**src/rtl/sprite_pkg.sv**
```systemverilog
// Shared widths, timing constants and scheduler state encoding for the sprite draw path.
// Build option SCHED_FIXED_PRIO_EN (see sprite_rr_arb) selects fixed-priority arbitration.
package sprite_pkg;

  localparam int SPR_X_W         = 8;
  localparam int SPR_Y_W         = 7;
  localparam int SPR_ID_W        = 3;
  localparam int SPR_PIXELS      = 64;
  localparam int SPR_DRAW_CYCLES = 66;

  typedef enum logic [1:0] {
    S_IDLE = 2'd0,
    S_GO   = 2'd1,
    S_WAIT = 2'd2
  } sched_state_e;

endpackage

```
**src/rtl/sprite_rr_arb.sv**
```systemverilog
// Request arbiter for the sprite scheduler: round-robin from ptr by default,
// fixed priority (lowest index wins, ptr ignored) when SCHED_FIXED_PRIO_EN is defined.
module sprite_rr_arb
  import sprite_pkg::*;
#(
  parameter int NREQ  = 3,
  parameter int IDX_W = (NREQ > 1) ? $clog2(NREQ) : 1
) (
  input  logic [NREQ-1:0]  req,
  input  logic [IDX_W-1:0] ptr,
  output logic [NREQ-1:0]  grant,
  output logic [IDX_W-1:0] grant_idx
);

  logic found;

`ifdef SCHED_FIXED_PRIO_EN

  always_comb begin
    grant     = '0;
    grant_idx = '0;
    found     = 1'b0;
    for (int i = 0; i < NREQ; i++) begin
      if (!found && req[i]) begin
        found     = 1'b1;
        grant[i]  = 1'b1;
        grant_idx = IDX_W'(i);
      end
    end
  end

`else

  logic [IDX_W:0]   cand;
  logic [IDX_W-1:0] cand_idx;

  // Scan ptr, ptr+1, ... wrapping at NREQ; the first valid client wins.
  always_comb begin
    grant     = '0;
    grant_idx = '0;
    found     = 1'b0;
    cand      = '0;
    cand_idx  = '0;
    for (int i = 0; i < NREQ; i++) begin
      cand = {1'b0, ptr} + (IDX_W+1)'(i);
      if (cand >= (IDX_W+1)'(NREQ)) cand = cand - (IDX_W+1)'(NREQ);
      cand_idx = cand[IDX_W-1:0];
      if (!found && req[cand_idx]) begin
        found           = 1'b1;
        grant[cand_idx] = 1'b1;
        grant_idx       = cand_idx;
      end
    end
  end

`endif

endmodule

```
**src/rtl/sprite_draw_sched.sv**
```systemverilog
// Schedules client tile draws onto the single sprite_draw engine, one at a time.
// Build option SCHED_FIXED_PRIO_EN: fixed priority instead of round-robin (no rr pointer).
module sprite_draw_sched
  import sprite_pkg::*;
#(
  parameter int NREQ        = 3,
  parameter int DRAW_CYCLES = SPR_DRAW_CYCLES
) (
  input  logic                     clk,
  input  logic                     resetn,
  input  logic [NREQ-1:0]          req_valid,
  input  logic [NREQ*SPR_X_W-1:0]  req_x,
  input  logic [NREQ*SPR_Y_W-1:0]  req_y,
  input  logic [NREQ*SPR_ID_W-1:0] req_id,
  output logic [NREQ-1:0]          req_ready,
  output logic [NREQ-1:0]          req_done,
  output logic [SPR_X_W-1:0]       draw_x,
  output logic [SPR_Y_W-1:0]       draw_y,
  output logic [SPR_ID_W-1:0]      draw_id,
  output logic                     draw_go,
  output logic                     busy
);

  localparam int IDX_W = (NREQ > 1) ? $clog2(NREQ) : 1;
  localparam int CNT_W = (DRAW_CYCLES > 1) ? $clog2(DRAW_CYCLES) : 1;

  sched_state_e     state, state_nx;
  logic [NREQ-1:0]  grant;
  logic [IDX_W-1:0] grant_idx;
  logic [IDX_W-1:0] owner;
  logic [IDX_W-1:0] rr_ptr;
  logic [CNT_W-1:0] cnt;
  logic             xfer;
  logic             finish;
  logic [NREQ-1:0]  done_nx;

  sprite_rr_arb #(.NREQ(NREQ), .IDX_W(IDX_W)) u_arb (
    .req       (req_valid),
    .ptr       (rr_ptr),
    .grant     (grant),
    .grant_idx (grant_idx)
  );

  // Handshake: a client holds req_valid with stable x/y/id; ready is offered only
  // in IDLE to the arbiter winner; the draw is accepted on the edge where valid & ready.
  // Dropping valid before that edge withdraws the request.
  assign req_ready = (resetn && state == S_IDLE) ? grant : '0;
  assign xfer      = |req_ready;
  assign finish    = (state == S_WAIT) && (cnt == '0);
  assign busy      = (state != S_IDLE);

  always_comb begin
    done_nx = '0;
    if (finish) done_nx[owner] = 1'b1;
  end

  always_ff @(posedge clk or negedge resetn) begin
    if (!resetn) state <= S_IDLE;
    else         state <= state_nx;
  end

  always_comb begin
    state_nx = state;
    unique case (state)
      S_IDLE:  if (xfer) state_nx = S_GO;
      S_GO:    state_nx = S_WAIT;
      S_WAIT:  if (cnt == '0) state_nx = S_IDLE;
      default: state_nx = S_IDLE;
    endcase
  end

  always_ff @(posedge clk or negedge resetn) begin
    if (!resetn) begin
      draw_x   <= '0;
      draw_y   <= '0;
      draw_id  <= '0;
      draw_go  <= 1'b0;
      owner    <= '0;
      cnt      <= '0;
      req_done <= '0;
    end else begin
      draw_go  <= (state == S_IDLE) && xfer;
      req_done <= done_nx;
      if (state == S_IDLE && xfer) begin
        draw_x  <= req_x[grant_idx*SPR_X_W +: SPR_X_W];
        draw_y  <= req_y[grant_idx*SPR_Y_W +: SPR_Y_W];
        draw_id <= req_id[grant_idx*SPR_ID_W +: SPR_ID_W];
        owner   <= grant_idx;
      end
      // The engine stays busy for DRAW_CYCLES cycles after go falls.
      if (state == S_GO)
        cnt <= CNT_W'(DRAW_CYCLES - 1);
      else if (state == S_WAIT && cnt != '0)
        cnt <= cnt - 1'b1;
    end
  end

`ifdef SCHED_FIXED_PRIO_EN
  assign rr_ptr = '0;
`else
  // Pointer only moves on completion, so a waiting client cannot be skipped twice.
  always_ff @(posedge clk or negedge resetn) begin
    if (!resetn)
      rr_ptr <= '0;
    else if (finish)
      rr_ptr <= (owner == IDX_W'(NREQ - 1)) ? '0 : owner + 1'b1;
  end
`endif

endmodule
```
**config.mk**
```make
export PLATFORM = sky130hd
export DESIGN_NAME = sprite_draw_sched
export DESIGN_NICKNAME = d
export VERILOG_FILES = /design/src/rtl/sprite_pkg.sv /design/src/rtl/sprite_rr_arb.sv /design/src/rtl/sprite_draw_sched.sv
export SDC_FILE = /design/constraint.sdc
export NUM_CORES = 1
export LEC_CHECK = 0
export ABC_AREA = 1
export BUFFER_PORTS_ARGS = -buffer_cell sky130_fd_sc_hd__buf_4
export CAP_MARGIN = 20
export CORE_ASPECT_RATIO = 0.6
export CORE_MARGIN = 3
export CORE_UTILIZATION = 50
export CTS_CLUSTER_DIAMETER = 80
export DETAILED_ROUTE_END_ITERATION = 10
export GPL_ROUTABILITY_DRIVEN = 0
export PLACE_DENSITY = 0.9
export SLEW_MARGIN = 30
export SYNTH_ARGS = -nofsm -noshare
export SYNTH_HDL_FRONTEND = slang
export SYNTH_HIERARCHICAL = 1
export SYNTH_SLANG_ARGS = --single-unit
```
**constraint.sdc**
```tcl
create_clock -name clk -period 2.5 [get_ports clk]
set_clock_uncertainty 0.05 [all_clocks]
set_input_delay 0.375 -clock clk [delete_from_list [all_inputs] [get_ports clk]]
set_output_delay 0.375 -clock clk [all_outputs]
set_load 0.01 [all_outputs]
```
==> run_results.csv, run 1 <==
group,metric,value,unit
worst_setup_path,path_cells,"inv_2 -> ha_4 -> inv_2 -> nand2_2 -> nand3_2 -> nand2_4 -> nand4_1 -> nand2_2 -> inv_1 -> nor2_2 -> buf_4",
cts,root_buffer,"clkbuf_8",
worst_setup_path,r2r-end,"draw_x[2]",
place,dp_slack,140,ps
worst_setup_path,cp.arrival,2040,ps
drt,met2WireLength,2930,microns
grt,grt_pass1_vias,2203,
power,ir_drop,0.822,mV
synth,synth_seq_cells,35,
floorplanning,fp.dieW,95.3,microns
grt,grt_pass1_wl,9830,microns
cts,cts_tree,"built",
synth,synth_area_per_cell,7.11,sq um
timing,min_period,2460,ps
drt,vias,2498,
grt,grtUsageTotal,22.5,%
worst_setup_path,required,2080,ps
timing,tightest_slew,440,ps
synth,yosysSeqAreaShare,36.6,%
cts,clk_latency,280,ps
drt,antenna_left,0,
cts,cts.path.max_buffers,2,
place,dp.cells,471,
grt,grt_overflow,0,
floorplanning,fp.dieArea,5680,sq um
timing,finalHoldViolations,0,
layout,fin_nets,488,
layout,final_common_cell,"buf_4",
place,port_buffers,84,
timing,fin_hold_ws,79.2,ps
drt,wl_per_cell,13.2,microns
worst_setup_path,worstSetupPathType,"reg2out",
timing,drv_slew,0,
drt,routed_via_density,5.17,
power,cellPowerDensity,1450,nW/um^2
worst_setup_path,ff2ff_path_depth,15,
job,max_cap_violations,0,
floorplanning,start_util,55.1,%
cts,numCtsBuffers,5,
layout,syn2layout_area_growth,34.8,%
floorplanning,chipHeight,59.6,microns
drt,highest_layer,"met4",
drt,first_iter_violations,126,
worst_setup_path,start_kind,"flip-flop",
synth,syn_nets,402,
drt,drtPass1Iterations,7,
synth,yosys_warnings,6,
floorplanning,num_rows,18,
layout,nFillCells,306,
layout,num_antenna_cells,0,
timing,setup_viol,0,
cts,cts.sinks,35,
cts,hold_buffers,0,
layout,drive_gt1_share,34.8,%
worst_setup_path,crit_path_top_delay_cell,"dfrtp_2",
cts,path_clk_slew,70,ps
synth,syn-cell-area,2390,sq um
timing,fmax,406,MHz
drt,route.detailed.drc,0,
layout,final_cell_mix,"94 x buf_4, 93 x nand2_1, 45 x nand3_1, 41 x nor2_1, 34 x dfrtp_1",
grt,antenna_found_initial,0,
synth,ys_types,26,
worst_setup_path,cp_max_fo,8,
floorplanning,ios,85,
floorplanning,core_area,4350,sq um
worst_setup_path,endpoint_kind,"primary output",
worst_setup_path,cpPeakStageDelay,470,ps
layout,final_cells,483,
place,dp_hpwl,4650,microns
power,p_leak,1.76,nW
drt,met1Wirelength,2810,microns
worst_setup_path,r2r_setup_slack,280,ps
layout,finish.utilization,74.3,%
cts,cts-htree-levels,2,
drt,wl_met3,558,microns
synth,synthCells,337,
min_path,hold_class,"in2async",
status,status,"finished, final reports clean",
grt,grt_max_degree,38,
timing,min_period_over_period,98.5,%
drt,drt-total-wl,6360,microns
timing,slew_headroom,70.7,%
timing,final.setup.worst_slack,38.4,ps
worst_setup_path,r2r_start,"rr_ptr[1]",
[what timing repair did]
| item | CTS | global route |
|---|---|---|
| pin swaps | 0 | 5 |
| resized for setup | 7 | 11 |
| buffers inserted | 1 | 4 |
| setup endpoints to repair | 3 | 4 |
[registers in the layout, indices dropped and copies added (netlist names)]
register / flops
draw_x: 8
cnt: 7
draw_y: 7
draw_id: 3
req_done: 3
owner: 2
rr_ptr: 2
state: 2
draw_go: 1
[how the worst max path moves through the flow]
stage | start | to | slack (ps) | cells past startpoint
2_1_floorplan | rr_ptr[0] | draw_x[5] | 350 | 19
3_3_place_gp | rr_ptr[0] | draw_y[0] | 260 | 16
3_5_place_dp | rr_ptr[0] | draw_y[0] | 140 | 16
4_1_cts | rr_ptr[0] | req_ready[0] | 10 | 13
5_1_grt | rr_ptr[0] | req_ready[2] | -60 | 11
6_report | rr_ptr[1] | req_ready[2] | 40 | 11
[through the flow]
step	setup TNS (ps)	cell area [sq um]	power, mW
finish	0	3230	4.68
global placement	0	3030	3.92
detailed placement	0	3030	4.05
CTS	0	3150	4.55
floorplan	0	2390	3.34
global route	-86.3	3230	5.18
[power breakdown]
part / internal (mW) / switching (mW) / total, mW
clock network: 0.216 / 0.198 / 0.414
registers: 0.825 / 0.208 / 1.03
logic: 1.26 / 1.97 / 3.23
[per-layer routing]
metal | vias up | track usage [%]
met5 | - | 0
met4 | 0 | 5.13
met3 | 7 | 8.50
met2 | 88 | 34.9
met1 | 1154 | 30.0
li1 | 1249 | -
[cell type report]
cell class	instances	area [sq um]	area share (%)
Clock buffer	6	82.6	2.56
Clock inverter	1	5.00	0.155
Inverter	34	128	3.95
Multi-Input combinational cell	252	1340	41.4
Sequential cell	35	877	27.2
Tap cell	60	75.1	2.33
Timing Repair Buffer	95	726	22.5
[logic make-up after synthesis]
logic type	after synthesis	share of synthesized area [%]
compound gates	28	6.48
flops	35	36.6
fa+ha+maj	6	3.13
simple gates	216	42.4
buf+inv	50	10.7
xor+xnor	2	0.732
[cell usage after synthesis]
master / count / area share [%]
buf_2: 2 / 0.42
buf_4: 5 / 1.6
buf_6: 4 / 1.9
nand2_1: 96 / 15
xnor2_1: 1 / 0.37
dfrtp_1: 35 / 37
nand2_4: 4 / 1.9
nand2_2: 5 / 1.3
o21ai_2: 1 / 0.37
nand3_1: 45 / 9.4
clkinv_1: 1 / 0.16
nor3_1: 2 / 0.42
inv_2: 7 / 1.1
o21ai_0: 24 / 5.0
clkbuf_1: 4 / 0.63
nor2_2: 1 / 0.26
nand4_1: 7 / 1.8
o21ai_4: 1 / 0.68
ha_1: 6 / 3.1
xor2_1: 1 / 0.37
nor2_1: 43 / 6.7
inv_1: 26 / 4.1
nand3_2: 11 / 4.6
nor2_4: 2 / 0.94
buf_12: 1 / 0.84
o21ai_1: 2 / 0.42
[worst max-delay path, delay by kind of cell, from the launching register on]
kind	cells	cell delay, ps
flip-flops	1	470
buffers and inverters	4	370
AND/OR/NAND/NOR	6	740
adder cells (fa/ha/maj)	1	170
Note: power is estimated with default switching activity, not from simulation.
==> run 2: changes to the inputs <==
clock period = 2.4 ns   (was 2.5 ns; I/O delays follow)
==> run 2 against run 1 <==
Net effect:
- worst setup slack barely moved
- clock power rose by 14%
- final area rose by 3.9%
- utilization rose by 2.9 points
- final cell count rose by 1.7%
- via count rose by 2.1%
- first-iteration DRC count rose by 12%
- worst hold slack got worse by 27 ps
- global-route usage rose by 0.27 points
==> run_results.csv, run 2 (synthesis gave the netlist of run 1 again) <==
group,metric,value,unit
timing,setup_tns,0,ps
cts,cts.path.max_buffers,2,
drt,wl_per_cell,13.3,microns
cts,clk_latency,290,ps
worst_setup_path,cp.arrival,1950,ps
layout,largest_register,"draw_x",
floorplanning,fp.dieArea,5680,sq um
grt,grt_pass1_vias,2273,
floorplanning,chipHeight,59.6,microns
timing,drv_slew,0,
place,dp_hpwl,4760,microns
timing,finalHoldViolations,0,
cts,cts.sinks,35,
power,cellPowerDensity,1550,nW/um^2
floorplanning,start_util,55.1,%
floorplanning,core_area,4350,sq um
timing,tightest_slew,441,ps
worst_setup_path,required,1990,ps
cts,numCtsBuffers,5,
worst_setup_path,worstSetupStartpoint,"rr_ptr[1]",
layout,postLayoutCellArea,3350,sq um
power,ir_drop,0.852,mV
grt,grt_util_met1,30.5,%
drt,routed_via_density,5.19,
layout,syn2layout_area_growth,40.0,%
worst_setup_path,worstSetupPathType,"reg2out",
place,place_area,3050,sq um
grt,grt_pass1_wl,10100,microns
timing,setup_viol,0,
layout,fin_nets,495,
cts,cts_tree,"built",
grt,grtUsageTotal,22.8,%
floorplanning,ios,85,
grt,grt_overflow,0,
status,status,"finished, final reports clean",
cts,root_buffer,"clkbuf_8",
drt,drtPass1Iterations,5,
worst_setup_path,r2r_setup_slack,110,ps
timing,grt_setup_unrepaired,"yes",
timing,fmax,423,MHz
grt,globalRoute.busiestLayer,"met2",
layout,final_common_cell,"buf_4",
layout,multiInputGateArea,1380,sq um
worst_setup_path,endpoint_kind,"primary output",
layout,final_cell_mix,"99 x buf_4, 91 x nand2_1, 42 x nand3_1, 41 x nor2_1, 34 x dfrtp_1",
drt,drt-total-wl,6520,microns
layout,largest_reg_flops,8,
power,p_leak,1.80,nW
timing,min_period,2360,ps
drt,first_iter_violations,141,
timing,min_period_over_period,98.4,%
grt,met3_usage,5.96,%
place,port_buffers,84,
grt,grt_max_degree,38,
grt,antenna_found_initial,0,
power,power.total,5.19,mW
floorplanning,fp.dieW,95.3,microns
layout,drive_gt1_share,37.4,%
drt,route.detailed.drc,0,
cts,cts-htree-levels,2,
worst_setup_path,r2r-end,"owner[0]",
layout,regArea,877,sq um
drt,antenna_left,0,
drt,vias,2550,
layout,finish.utilization,77.1,%
job,max_cap_violations,0,
min_path,hold_class,"in2async",
layout,nFillCells,306,
worst_setup_path,cp_max_fo,8,
worst_setup_path,start_kind,"flip-flop",
worst_setup_path,r2r_start,"rr_ptr[1]",
layout,largestRegisters,"draw_x x8, cnt x7, draw_y x7",
timing,slew_headroom,70.6,%
cts,hold_buffers,0,
worst_setup_path,ff2ff_path_depth,13,
grt,grt_util_met2,37.0,%
floorplanning,num_rows,18,
cts,path_clk_slew,70,ps
layout,num_antenna_cells,0,
==> run 2: worst max-delay path, stage by stage (launching register included) <==
cell and delay (ps):
dfrtp_2 470, inv_4 100, ha_4 170, inv_4 50, nand2_2 50, nand3_2 70
nand2_4 140, nand4_1 200, nand2_2 110, inv_1 60, nor2_2 120, buf_4 140
==> run 2: through the flow <==
step | std cells | hold WS (ps) | worst slack, ps
after detailed placement | 473 | 382 | -40.8
after CTS | 482 | 71.2 | 0.947
after global placement | 473 | 380 | 161
final | 491 | 51.9 | 38.3
after global routing | 491 | 83.8 | -55.6
after floorplan | 337 | 14.4 | 250
==> run 2: how the worst max path moves through the flow <==
| stage | end | cells after the start |
|---|---|---|
| 2_1_floorplan | draw_x[5] | 19 |
| 3_3_place_gp | draw_y[0] | 16 |
| 3_5_place_dp | draw_x[1] | 16 |
| 4_1_cts | req_ready[0] | 12 |
| 5_1_grt | req_ready[2] | 13 |
| 6_report | req_ready[2] | 11 |
==> run 2: cell type report <==
class                      count  area share, %
clock buffer                   8           2.99
inverter                      34           4.18
multi-input combinational    252           41.0
sequential                    35           26.2
tap                           60           2.24
timing repair buffer         102           23.4
==> run 2: repair_timing <==
item,in CTS,in global routing
setup endpoints to repair,14,13
pin swaps,1,11
gates resized for setup,10,28
buffers inserted,1,9
==> run 2: power breakdown <==
| group | internal, mW | leakage [nW] | switching [mW] | total, mW |
|---|---|---|---|---|
| Sequential | 0.860 | 0.445 | 0.217 | 1.08 |
| Combinational | 1.45 | 1.31 | 2.19 | 3.64 |
| Clock | 0.262 | 0.0515 | 0.210 | 0.472 |
| Total | 2.57 | 1.80 | 2.61 | 5.19 |
==> run 2: per-layer routing <==
layer	routed length, microns	share of wire [%]
met2	3100	48
met5	0	0
met3	547	8.4
met4	67	1.0
met1	2800	43
==> run 3: changes to the inputs <==
clock period = 2.7 ns   (was 2.4 ns; I/O delays follow)
==> run 3 against run 2 <==
Net effect:
- clock-buffer cell count is 1 lower
- sequential cell count stayed put
- final area is 6.9% lower
- utilization is 5.3 points lower
- critical path depth stayed put
- non-clock buffer count is 12 lower
- register-to-register slack better by 260 ps
- critical path type unchanged
- critical endpoint is now req_ready[1]
==> run_results.csv, run 3 (synthesis gave the netlist of run 1 again) <==
group,metric,value,unit
power,power.total,4.14,mW
floorplanning,chipHeight,59.6,microns
place,place_area,3020,sq um
floorplanning,start_util,55.1,%
grt,grt_overflow,0,
grt,grt_max_degree,38,
floorplanning,fp.dieW,95.3,microns
drt,wl_per_cell,12.7,microns
job,max_cap_violations,0,
worst_setup_path,worstSetupStartpoint,"rr_ptr[1]",
cts,cts.path.max_buffers,2,
grt,grt_util_met2,34.3,%
min_path,hold_class,"in2async",
layout,fin_nets,483,
worst_setup_path,start_kind,"flip-flop",
timing,fmax,393,MHz
grt,globalRoute.busiestLayer,"met2",
layout,final_common_cell,"nand2_1",
timing,finalHoldViolations,0,
timing,min_period,2540,ps
drt,first_iter_violations,123,
place,dp_hpwl,4760,microns
cts,cts-htree-levels,2,
timing,grt_setup_unrepaired,"yes",
layout,largest_reg_flops,8,
layout,nFillCells,346,
timing,min_period_over_period,94.2,%
layout,postLayoutCellArea,3120,sq um
layout,final_cell_mix,"95 x nand2_1, 90 x buf_4, 45 x nand3_1, 43 x nor2_1, 35 x dfrtp_1",
floorplanning,num_rows,18,
grt,grt_pass1_wl,9640,microns
power,p_leak,1.73,nW
timing,drv_slew,0,
drt,route.detailed.drc,0,
worst_setup_path,cp-endpoint,"req_ready[1]",
grt,grt_pass1_vias,2208,
floorplanning,fp.dieArea,5680,sq um
timing,slew_headroom,71.0,%
worst_setup_path,cp.arrival,2090,ps
worst_setup_path,cp_max_fo,10,
timing,tightest_slew,435,ps
worst_setup_path,r2r_start,"rr_ptr[1]",
drt,vias,2469,
grt,met3_usage,6.22,%
cts,root_buffer,"clkbuf_8",
worst_setup_path,endpoint_kind,"primary output",
layout,largest_register,"draw_x",
cts,numCtsBuffers,5,
layout,syn2layout_area_growth,30.4,%
grt,grt_util_met1,29.5,%
worst_setup_path,r2r_setup_slack,370,ps
worst_setup_path,required,2250,ps
power,cellPowerDensity,1330,nW/um^2
layout,num_antenna_cells,0,
layout,drive_gt1_share,31.3,%
drt,drtPass1Iterations,5,
cts,path_clk_slew,70,ps
drt,drt-total-wl,6060,microns
cts,cts.sinks,35,
worst_setup_path,r2r-end,"owner[0]",
layout,largestRegisters,"draw_x x8, cnt x7, draw_y x7",
drt,antenna_left,0,
floorplanning,ios,85,
worst_setup_path,worstSetupPathType,"reg2out",
power,ir_drop,0.953,mV
status,status,"finished, final reports clean",
grt,grtUsageTotal,21.4,%
place,port_buffers,84,
grt,antenna_found_initial,0,
drt,routed_via_density,5.15,
cts,clk_latency,280,ps
timing,setup_viol,0,
cts,post_cts_buffers,0,
floorplanning,core_area,4350,sq um
worst_setup_path,ff2ff_path_depth,15,
cts,cts_tree,"built",
[run 3: layout make-up]
type	count	area, sq um	area share (%)
Sequential cell	35	876	28.1
Clock buffer	7	76.3	2.44
Timing Repair Buffer	90	676	21.6
Tap cell	60	75.1	2.40
Clock inverter	1	5.00	0.160
Multi-Input combinational cell	252	1290	41.2
Inverter	34	128	4.09
[run 3: worst max-delay path, cell delays in order, from the launching register on]
cell	delay, ps
dfrtp_1	460
inv_1	100
ha_1	290
o21ai_2	220
nand2_4	110
nand3_1	110
nand2_2	50
inv_2	40
nand2_1	70
nand2_4	160
inv_1	50
buf_4	140
[run 3: layer usage]
| metal | share of wire, % | up-vias |
|---|---|---|
| li1 | - | 1232 |
| met1 | 45 | 1124 |
| met2 | 46 | 107 |
| met3 | 8.5 | 6 |
| met4 | 0.43 | 0 |
| met5 | 0 | - |
[run 3: timing repair]
item / in CTS / in global routing
setup endpoints to repair: 0 / 3
resized for setup: 0 / 5
hold buffers: 0 / 0
[run 3: worst min path at each step]
stage,start,to,slack (ps),depth (start not counted)
after global routing,resetn,cnt[5],130,2
after detailed placement,resetn,cnt[5],420,2
after global placement,owner[0],req_done[2],410,1
after floorplan,resetn,cnt[0],60,0
final,resetn,cnt[5],100,2
after CTS,resetn,draw_y[4],120,2
[run 3: metrics by stage]
| stage | hold slack, ps | setup WS [ps] | setup TNS (ps) | utilization, % | cells |
|---|---|---|---|---|---|
| after floorplan | 59.4 | 550 | 0 | - | 337 |
| after global placement | 413 | 470 | 0 | 69.4 | 471 |
| after detailed placement | 418 | 345 | 0 | 69.4 | 471 |
| after CTS | 124 | 76.6 | 0 | 71.3 | 479 |
| after global routing | 133 | -21.9 | -21.9 | 71.8 | 479 |
| final | 103 | 157 | 0 | 71.8 | 479 |
[run 3: where the power goes]
part	switching, mW	internal [mW]
logic	1.77	1.06
registers	0.187	0.762
clock network	0.178	0.181
